### src/rtl/channel_ctrl_pkg.sv
// Shared definitions for the channel dispense controller: FSM state encoding,
// result status codes and the default counter width.
package channel_ctrl_pkg;

  localparam int CNT_W_DEF = 16;

  typedef enum logic [2:0] {
    IDLE     = 3'd0,
    PRIME    = 3'd1,
    DISPENSE = 3'd2,
    WAIT     = 3'd3,
    REPORT   = 3'd4
  } state_t;

  localparam logic [1:0] STATUS_OK      = 2'b00;
  localparam logic [1:0] STATUS_TIMEOUT = 2'b01;
  localparam logic [1:0] STATUS_ABORT   = 2'b10;

endpackage

### src/rtl/sat_counter.sv
// Saturating up-counter with synchronous clear and count enable.
// Once the count reaches all-ones it holds there instead of wrapping.
module sat_counter #(
  parameter int W = 16
) (
  input  logic         clk,
  input  logic         rst_n,
  input  logic         clr,
  input  logic         en,
  output logic [W-1:0] cnt
);

  // clear has priority; enabled counting stops at the all-ones value
  always_ff @(posedge clk or negedge rst_n) begin
    if (!rst_n) begin
      cnt <= '0;
    end else if (clr) begin
      cnt <= '0;
    end else if (en && (cnt != {W{1'b1}})) begin
      cnt <= cnt + W'(1);
    end
  end

endmodule

### src/rtl/channel_dispense_ctrl.sv
// Channel dispense controller: primes the carrier pump, opens the sample valve
// for a programmed number of cycles, then waits for the sample to reach the
// outlet detector (or times out) and reports the result to the host.
//
// Optional feature macro: CHANNEL_DISPENSE_TRANSIT_TIMER_EN
//   defined   -> transit_cyc counts DISPENSE + WAIT cycles up to and including
//                the exit cycle of the run
//   undefined -> no transit counter is built, transit_cyc is tied to 0
//
// state    | meaning
// ---------+---------------------------------------------------------------
// IDLE     | ready for a request (start_ready=1), everything off
// PRIME    | pump only for PRIME_CYC cycles
// DISPENSE | pump + valve for dispense_len cycles (skipped when length is 0)
// WAIT     | pump only, waiting for an outlet_sense rising edge or timeout
// REPORT   | done_valid=1 with stable status until done_ready
module channel_dispense_ctrl
  import channel_ctrl_pkg::*;
#(
  parameter int CNT_W     = CNT_W_DEF,
  parameter int PRIME_CYC = 8
) (
  input  logic             clk,
  input  logic             rst_n,
  input  logic             start_valid,
  output logic             start_ready,
  input  logic [CNT_W-1:0] dispense_len,
  input  logic [CNT_W-1:0] timeout_len,
  input  logic             abort,
  input  logic             outlet_sense,
  output logic             valve_open,
  output logic             pump_en,
  output logic             busy,
  output logic             done_valid,
  input  logic             done_ready,
  output logic [1:0]       status,
  output logic [CNT_W-1:0] transit_cyc
);

  state_t           state_q, state_d;
  logic [1:0]       status_q, status_d;
  logic [CNT_W-1:0] dlen_q, tlen_q;
  logic             sense_q;
  logic             sense_rise;
  logic             accept;
  logic [CNT_W-1:0] phase_cnt;
  logic             phase_clr;
  logic [CNT_W:0]   phase_inc;
  logic             timeout_hit;

  assign sense_rise  = outlet_sense & ~sense_q;
  // phase_cnt+1 is the number of cycles spent in the current state including
  // this one; the extra bit keeps the compare correct at saturation
  assign phase_inc   = {1'b0, phase_cnt} + {{CNT_W{1'b0}}, 1'b1};
  assign timeout_hit = (phase_inc >= {1'b0, tlen_q});
  assign status      = status_q;

  // state, result and sampled-request registers
  always_ff @(posedge clk or negedge rst_n) begin
    if (!rst_n) begin
      state_q  <= IDLE;
      status_q <= STATUS_OK;
      dlen_q   <= '0;
      tlen_q   <= '0;
      sense_q  <= 1'b0;
    end else begin
      state_q  <= state_d;
      status_q <= status_d;
      sense_q  <= outlet_sense;
      if (accept) begin
        dlen_q <= dispense_len;
        tlen_q <= timeout_len;
      end
    end
  end

  // next-state, result selection and output decode
  always_comb begin
    state_d     = state_q;
    status_d    = status_q;
    accept      = 1'b0;
    start_ready = 1'b0;
    pump_en     = 1'b0;
    valve_open  = 1'b0;
    busy        = 1'b0;
    done_valid  = 1'b0;
    case (state_q)
      IDLE: begin
        start_ready = 1'b1;
        if (start_valid) begin
          accept   = 1'b1;
          status_d = STATUS_OK;
          state_d  = PRIME;
        end
      end
      PRIME: begin
        pump_en = 1'b1;
        busy    = 1'b1;
        if (abort) begin
          status_d = STATUS_ABORT;
          state_d  = REPORT;
        end else if (phase_cnt == CNT_W'(PRIME_CYC - 1)) begin
          state_d = (dlen_q == '0) ? WAIT : DISPENSE;
        end
      end
      DISPENSE: begin
        pump_en    = 1'b1;
        valve_open = 1'b1;
        busy       = 1'b1;
        if (abort) begin
          status_d = STATUS_ABORT;
          state_d  = REPORT;
        end else if (phase_cnt == (dlen_q - CNT_W'(1))) begin
          state_d = WAIT;
        end
      end
      WAIT: begin
        pump_en = 1'b1;
        busy    = 1'b1;
        // abort beats arrival; arrival beats a simultaneous timeout
        if (abort) begin
          status_d = STATUS_ABORT;
          state_d  = REPORT;
        end else if (sense_rise) begin
          status_d = STATUS_OK;
          state_d  = REPORT;
        end else if (timeout_hit) begin
          status_d = STATUS_TIMEOUT;
          state_d  = REPORT;
        end
      end
      REPORT: begin
        done_valid = 1'b1;
        if (done_ready) begin
          state_d = IDLE;
        end
      end
      default: begin
        state_d = IDLE;
      end
    endcase
  end

  // phase_cnt restarts at 0 on every state change, so it always holds the
  // cycle index within the current state
  assign phase_clr = (state_d != state_q);

  sat_counter #(.W(CNT_W)) u_phase_cnt (
    .clk   (clk),
    .rst_n (rst_n),
    .clr   (phase_clr),
    .en    (busy),
    .cnt   (phase_cnt)
  );

`ifdef CHANNEL_DISPENSE_TRANSIT_TIMER_EN
  logic transit_en;

  // counted through the exit cycle, then frozen for REPORT and IDLE
  assign transit_en = (state_q == DISPENSE) || (state_q == WAIT);

  sat_counter #(.W(CNT_W)) u_transit_cnt (
    .clk   (clk),
    .rst_n (rst_n),
    .clr   (accept),
    .en    (transit_en),
    .cnt   (transit_cyc)
  );
`else
  assign transit_cyc = '0;
`endif

endmodule

### config.mk
export PLATFORM = sky130hd
export DESIGN_NAME = channel_dispense_ctrl
export DESIGN_NICKNAME = d
export VERILOG_FILES = /design/src/rtl/channel_ctrl_pkg.sv /design/src/rtl/sat_counter.sv /design/src/rtl/channel_dispense_ctrl.sv
export SDC_FILE = /design/constraint.sdc
export NUM_CORES = 1
export LEC_CHECK = 0
export BUFFER_PORTS_ARGS = -buffer_cell sky130_fd_sc_hd__buf_2
export CAP_MARGIN = 10
export CELL_PAD_IN_SITES_DETAIL_PLACEMENT = 1
export CELL_PAD_IN_SITES_GLOBAL_PLACEMENT = 1
export CORE_AREA = 2 2 110 91
export CTS_BUF_LIST = sky130_fd_sc_hd__clkbuf_16
export DETAILED_ROUTE_END_ITERATION = 10
export DIE_AREA = 0 0 112 93
export PLACE_DENSITY_LB_ADDON = 0.05
export SLEW_MARGIN = 10
export SYNTH_ARGS = -nofsm -noshare
export SYNTH_HDL_FRONTEND = slang
export SYNTH_HIERARCHICAL = 1
export SYNTH_SLANG_ARGS = --single-unit
### constraint.sdc
create_clock -name clk -period 4.25 [get_ports clk]
set_clock_uncertainty 0.15 [all_clocks]
set_input_delay 0.2125 -clock clk [delete_from_list [all_inputs] [get_ports clk]]
set_output_delay 0.2125 -clock clk [all_outputs]
set_load 0.01 [all_outputs]
Word level (Yosys, flattened, before mapping)
Cells that the tools add are included.
- add/subtract/negate cells: 3
- order comparisons: 1
- equality and inequality tests: 11
- mux-type cells: 25
- bitwise gates (word level): 2
- reductions and logical operators: 8
- operators with widths (kind ; number):
    2-to-1 mux 16 bit ; 2
    2-to-1 mux 3 bit ; 9
    adder 16 x 1 -> 17 bit (second input constant) ; 1
    greater-or-equal comparator 17 x 16 -> 1 bit ; 1
    adder 16 x 1 -> 16 bit (second input constant) ; 1
    equality test 16 bit ; 1
    equality test 16 x 3 -> 1 bit (second input constant) ; 1
    logical NOT 16 bit ; 1
    != test 16 bit (second input constant) ; 1
    subtractor 16 x 1 -> 16 bit (second input constant) ; 1
    one-hot mux 3 bit (5 select lines) ; 1
    2-to-1 mux 2 bit ; 5
    2-to-1 mux 1 bit ; 7
    equality test 3 x 2 -> 1 bit (second input constant) ; 2
    one-hot mux 2 bit (3 select lines) ; 1
    != test 4 bit (second input constant) ; 1
    AND reduction 4 bit ; 1
    equality test 3 x 1 -> 1 bit (second input constant) ; 1
    equality test 3 bit (second input constant) ; 1
    logical NOT 3 bit ; 1
    != test 3 bit ; 1
    nonzero test 3 bit ; 1
    OR reduction 3 bit ; 1
    != test 2 x 1 -> 1 bit (second input constant) ; 1
    6 further kinds ; 6
- flip-flop bits (word level): 54
- input bits: 38
- output and inout bits: 23
- word-level logic and storage cells: 56

Logic depth before layout (Yosys ltp)
- depth in word-level cells: 8
- depth in mapped cells: 16

Hierarchy
Netlist, hierarchy kept.
- by module, submodules not included (module ; times used ; cells each ; area an instance (sq um) ; seq. area each (sq um)):
    channel_dispense_ctrl ; 1 ; 360 ; 2979.1 ; 950.9
    sat_counter ; 1 ; 98 ; 942.2 ; 400.4

Least setup slack after synthesis
OpenSTA, ideal clock, no wires.
- path type: register to register
- start point: register u_phase_cnt.cnt[2]
- end point: register u_phase_cnt.cnt[0]
- setup time: 0.136 ns
- arrival time: 3.271 ns
- required time: 3.964 ns
- setup slack: 0.693 ns
- cell stages (with the launch flop): 16
- path buffers: 3
- period minus slack after synthesis: 3.557 ns
- cell sequence: dfrtp_1 -> clkbuf_1 -> and4_1 -> and3_1 -> nand2_1 -> xnor2_1 -> ha_1 -> nand4_1 -> nor3_1 -> a211oi_1 -> nor3b_1 -> nor3_1 -> o211ai_1 -> clkbuf_1 -> clkbuf_1 -> a21oi_1
- cells in the longest elaborated chain, start to end: 8
- elaborated cells on any way between the ends: 17
- classes of those cells: 1 x add/sub; 1 x order compare; 4 x eq/ne; 9 x mux; 2 x reduce/logical
- RTL lines (what ; RTL line ; source):
    start, declared ; sat_counter.sv:10 ; output logic [W-1:0] cnt
    start signal, assigned ; sat_counter.sv:20 ; cnt <= cnt + W'(1);
    adder 16 x 1 -> 17 bit ; channel_dispense_ctrl.sv:54 ; assign phase_inc = {1'b0, phase_cnt} + {{CNT_W{1'b0}}, 1'b1};
    greater-or-equal comparator 17 x 16 -> 1 bit ; channel_dispense_ctrl.sv:55 ; assign timeout_hit = (phase_inc >= {1'b0, tlen_q});
    2-to-1 mux 3 bit ; channel_dispense_ctrl.sv:127 ; end else if (timeout_hit) begin
    2-to-1 mux 3 bit ; channel_dispense_ctrl.sv:124 ; end else if (sense_rise) begin
    2-to-1 mux 3 bit ; channel_dispense_ctrl.sv:121 ; if (abort) begin
    one-hot mux 3 bit (5 select lines) * ; channel_dispense_ctrl.sv:87 ; case (state_q)
    != test 3 bit * ; channel_dispense_ctrl.sv:146 ; assign phase_clr = (state_d != state_q);
    named net phase_clr ; channel_dispense_ctrl.sv:47 ; logic phase_clr;
    2-to-1 mux 16 bit or nonzero test 2 bit (tied branches) ; -- ;
Mark *: on every way through the listed nets, which the timed path passes. The rest lies on a longest branch.
A chain may end at the register's enable or synchronous reset.

Worst setup path in the final report
- start point: register u_phase_cnt.cnt[0]
- end point: register u_phase_cnt.cnt[11]
The elaborated chain is that of the path after synthesis.

==> results.sh <==
export IMPL_outcome="finished, violations left"
export IMPL_violations="negative hold slack"
export IMPL_synthCells=458
export IMPL_period_share_pct=89.84
export IMPL_hpwl_mm=7.831
export IMPL_worst_path_max_fanout=20
export IMPL_r2r_slack_ps=430
export IMPL_grt_pass1_wl_mm=18.20
export IMPL_areaGrowthSynthToFinish_pct=19.69
export IMPL_clk_pin_slew_worst_paths_ps=70
export IMPL_die_w_um=112
export IMPL_drtIter0Drc=145
export IMPL_netlist_top_cells_count="83 x nand2_1, 54 x dfrtp_1, 26 x xnor2_1, 25 x inv_1, 23 x o21ai_0"
export IMPL_irDropWorstVdd_mv=0.2242
export IMPL_wl_per_cell_um=16.63
export IMPL_ys_ff_latch=54
export IMPL_reg2reg_from="u_phase_cnt/cnt[0]"
export IMPL_grt_usage_pct=21.69
export IMPL_cp_required_ps=4290
export IMPL_fin_hold_ws_ps=-0.08815
export IMPL_synth_async_sr_flop_share_pct=100.0
export IMPL_cts_tree="built"
export IMPL_globalplace_congestion=0.8587
export IMPL_p_per_area_nw_per_um2=499.1
export IMPL_dp_cells=612
export IMPL_ys_types=60
export IMPL_drive_above_1_share_pct=15.17
export IMPL_min_delay_start="timeout_len[1]"
export IMPL_cts_num_sinks=54
export IMPL_vias=3546
export IMPL_synth_edf_count=0
export IMPL_slowest_stage="dfrtp_1"
export IMPL_path_class="flip-flop to flip-flop"
export IMPL_overflow=0
export IMPL_worst_slew_pin_slew_ps=928.9
export IMPL_relSlewSlack_pct=37.61
export IMPL_critPathArrivalTime_ps=3850
export IMPL_grt_setup_unrepaired="false"
export IMPL_cpPeakStageDelay_ps=550
export IMPL_yosysTopAreaCellShare_pct=34.46
export IMPL_yosys_area_top_type="dfrtp_1"
export IMPL_die_h_um=93
export IMPL_cp_top_family="simple AND/OR/NAND/NOR gates"
export IMPL_syn_area_sq_um=3921
export IMPL_p_leak_uw=0.002147
export IMPL_ant_nets=0
export IMPL_cts_buffers=5
export IMPL_grt_pass1_vias=3692
export IMPL_cts_buffer_depth=2
export IMPL_ys_flop_type="dfrtp_1"
export IMPL_final_cells=653
export IMPL_power_total_uw=2342
export IMPL_yosysMostFrequentCell="nand2_1"
export IMPL_clk_latency_ps=300
export IMPL_ys_seq_area_share_pct=34.46
export IMPL_initial_core_util_pct=41.85
export IMPL_crit_path_cell_trace="ha_1 > and3_1 > nand2_1 > xnor2_1 > ha_1 > nand4_1 > nor3_1 > a211oi_1 > nor3b_1 > nor3_2 > o211ai_1 > buf_4 > nor2_1 > mux2_1"
export IMPL_finalSetupViolCount=0
export IMPL_drv_slew=0
export IMPL_antenna_found_initial=0
export IMPL_viasPerCell=5.430
export IMPL_synth_area_top_cells="dfrtp_1 34%, nand2_1 7.9%, ha_1 6.4%, xnor2_1 5.8%, buf_4 3.3%"
export IMPL_max_cap_violations=0
export IMPL_final_util_pct=50.09
export IMPL_fmax_mhz=261.9
export IMPL_postSynthAreaPerCell_sq_um=8.562
export IMPL_io_buffers=44
export IMPL_dieArea_sq_um=10420
export IMPL_worst_path_buf_inv=1
export IMPL_reg2reg_depth=14
export IMPL_io_pins=61
export IMPL_coreArea_sq_um=9369
export IMPL_final_min_clock_period_ps=3818
export IMPL_crit_top_cell="ha_1"
export IMPL_n_antenna_cell=0
export IMPL_yosys_warnings=6
export IMPL_tns_ps=0
export IMPL_rr_endpoint="u_phase_cnt/cnt[11]"
export IMPL_drt_total_wl_mm=10.86
export IMPL_cts_root_buf="clkbuf_16"
export IMPL_grt_max_degree=55
export IMPL_rows=32
export IMPL_first_pass_iters=4
export IMPL_htree_levels=2
export IMPL_hold_viol_final=1
export IMPL_cp_start_kind="flip-flop"
export IMPL_end_kind="flip-flop"
export IMPL_startpoint="u_phase_cnt/cnt[0]"
export IMPL_crit_cells=14
export IMPL_hold_path_class="input pin to flip-flop"
export IMPL_worstSetupEndpoint="u_phase_cnt/cnt[11]"
export IMPL_route_detailed_drc=0
export IMPL_nNetsFinal=591
-- layout by cell type (no fill, tap or decap), types with 3 or more instances in the layout --
cell type	n
nand2_1	83
dfrtp_1	54
buf_2	44
dlygate4sd3_1	33
inv_1	26
xnor2_1	26
o21ai_0	23
ha_1	20
a21oi_1	19
conb_1	16
nand4_1	15
xor2_1	13
nor2_1	12
buf_4	12
nand3_1	11
nor4_1	11
nor3_1	10
o31ai_1	9
nor2b_1	8
and3_1	7
or4_1	7
o211ai_1	5
o21ai_1	5
clkbuf_16	5
o21a_1	4
or3_1	4
mux2_1	4
nand2b_1	3
nand3b_1	3
a211oi_1	3
-- power by group --
group	internal [uW]	switching, uW
clock network	214	190
logic	435	622
registers	681	200
-- area by class of cell --
class / instances / area [sq um]
fill: 1138 / 4676
multi-input combinational: 358 / 2321
sequential: 54 / 1351
timing repair buffer: 89 / 640.6
tap: 119 / 148.9
clock buffer: 5 / 125.1
inverter: 25 / 93.84
clock inverter: 3 / 12.51
-- cell families after synthesis --
| logic type | synth area share [%] |
|---|---|
| AND/OR/NAND/NOR | 27.41 |
| AO/OA/AOI/OAI | 13.88 |
| buffers and inverters | 7.913 |
| flip-flops | 34.46 |
| XOR/XNOR | 8.711 |
| adder cells (fa/ha/maj) | 6.382 |
| multiplexers | 1.149 |
| other | 0.09563 |
-- per-layer routing --
metal / track usage (%) / up-vias / share of wire, %
met2: 38.59 / 75 / 48
met1: 28.05 / 1723 / 47
li1: - / 1734 / -
met3: 3.694 / 14 / 3.7
met4: 4.370 / 0 / 1.2
met5: 0 / - / 0
-- registers in the layout, summed over array words and instances (netlist names) --
register         count
u_phase_cnt/cnt     16
status               2
dlen_q              16
tlen_q              16
sense_q              1
state_q              3
-- metrics by stage --
step	setup WS, ps	area (sq um)
after floorplan	692.8	3978
after global placement	608.0	4220
after detailed placement	396.0	4220
after CTS	369.9	4688
after global routing	10.43	4693
final	431.8	4693
-- timing repair --
action,CTS,global route
buffers inserted,0,0
resized for setup,0,1
hold buffers,33,0
setup endpoints to repair,0,4
hold endpoints to repair,86,0
-- worst min path at each step --
stage                            to  slack (ps)  depth (start not counted)
after floorplan           dlen_q[0]        -230                          0
after global placement      sense_q         180                          1
after detailed placement    sense_q         190                          1
after CTS                 tlen_q[1]           4                          3
after global routing      tlen_q[1]          30                          3
final                     tlen_q[1]       -0.09                          3
-- tightest hold or removal path: stages --
cell and delay [ps]:
buf_2 70, nand2_1 40, o21ai_0 80
No activity file was read; power rests on OpenSTA's default activity.
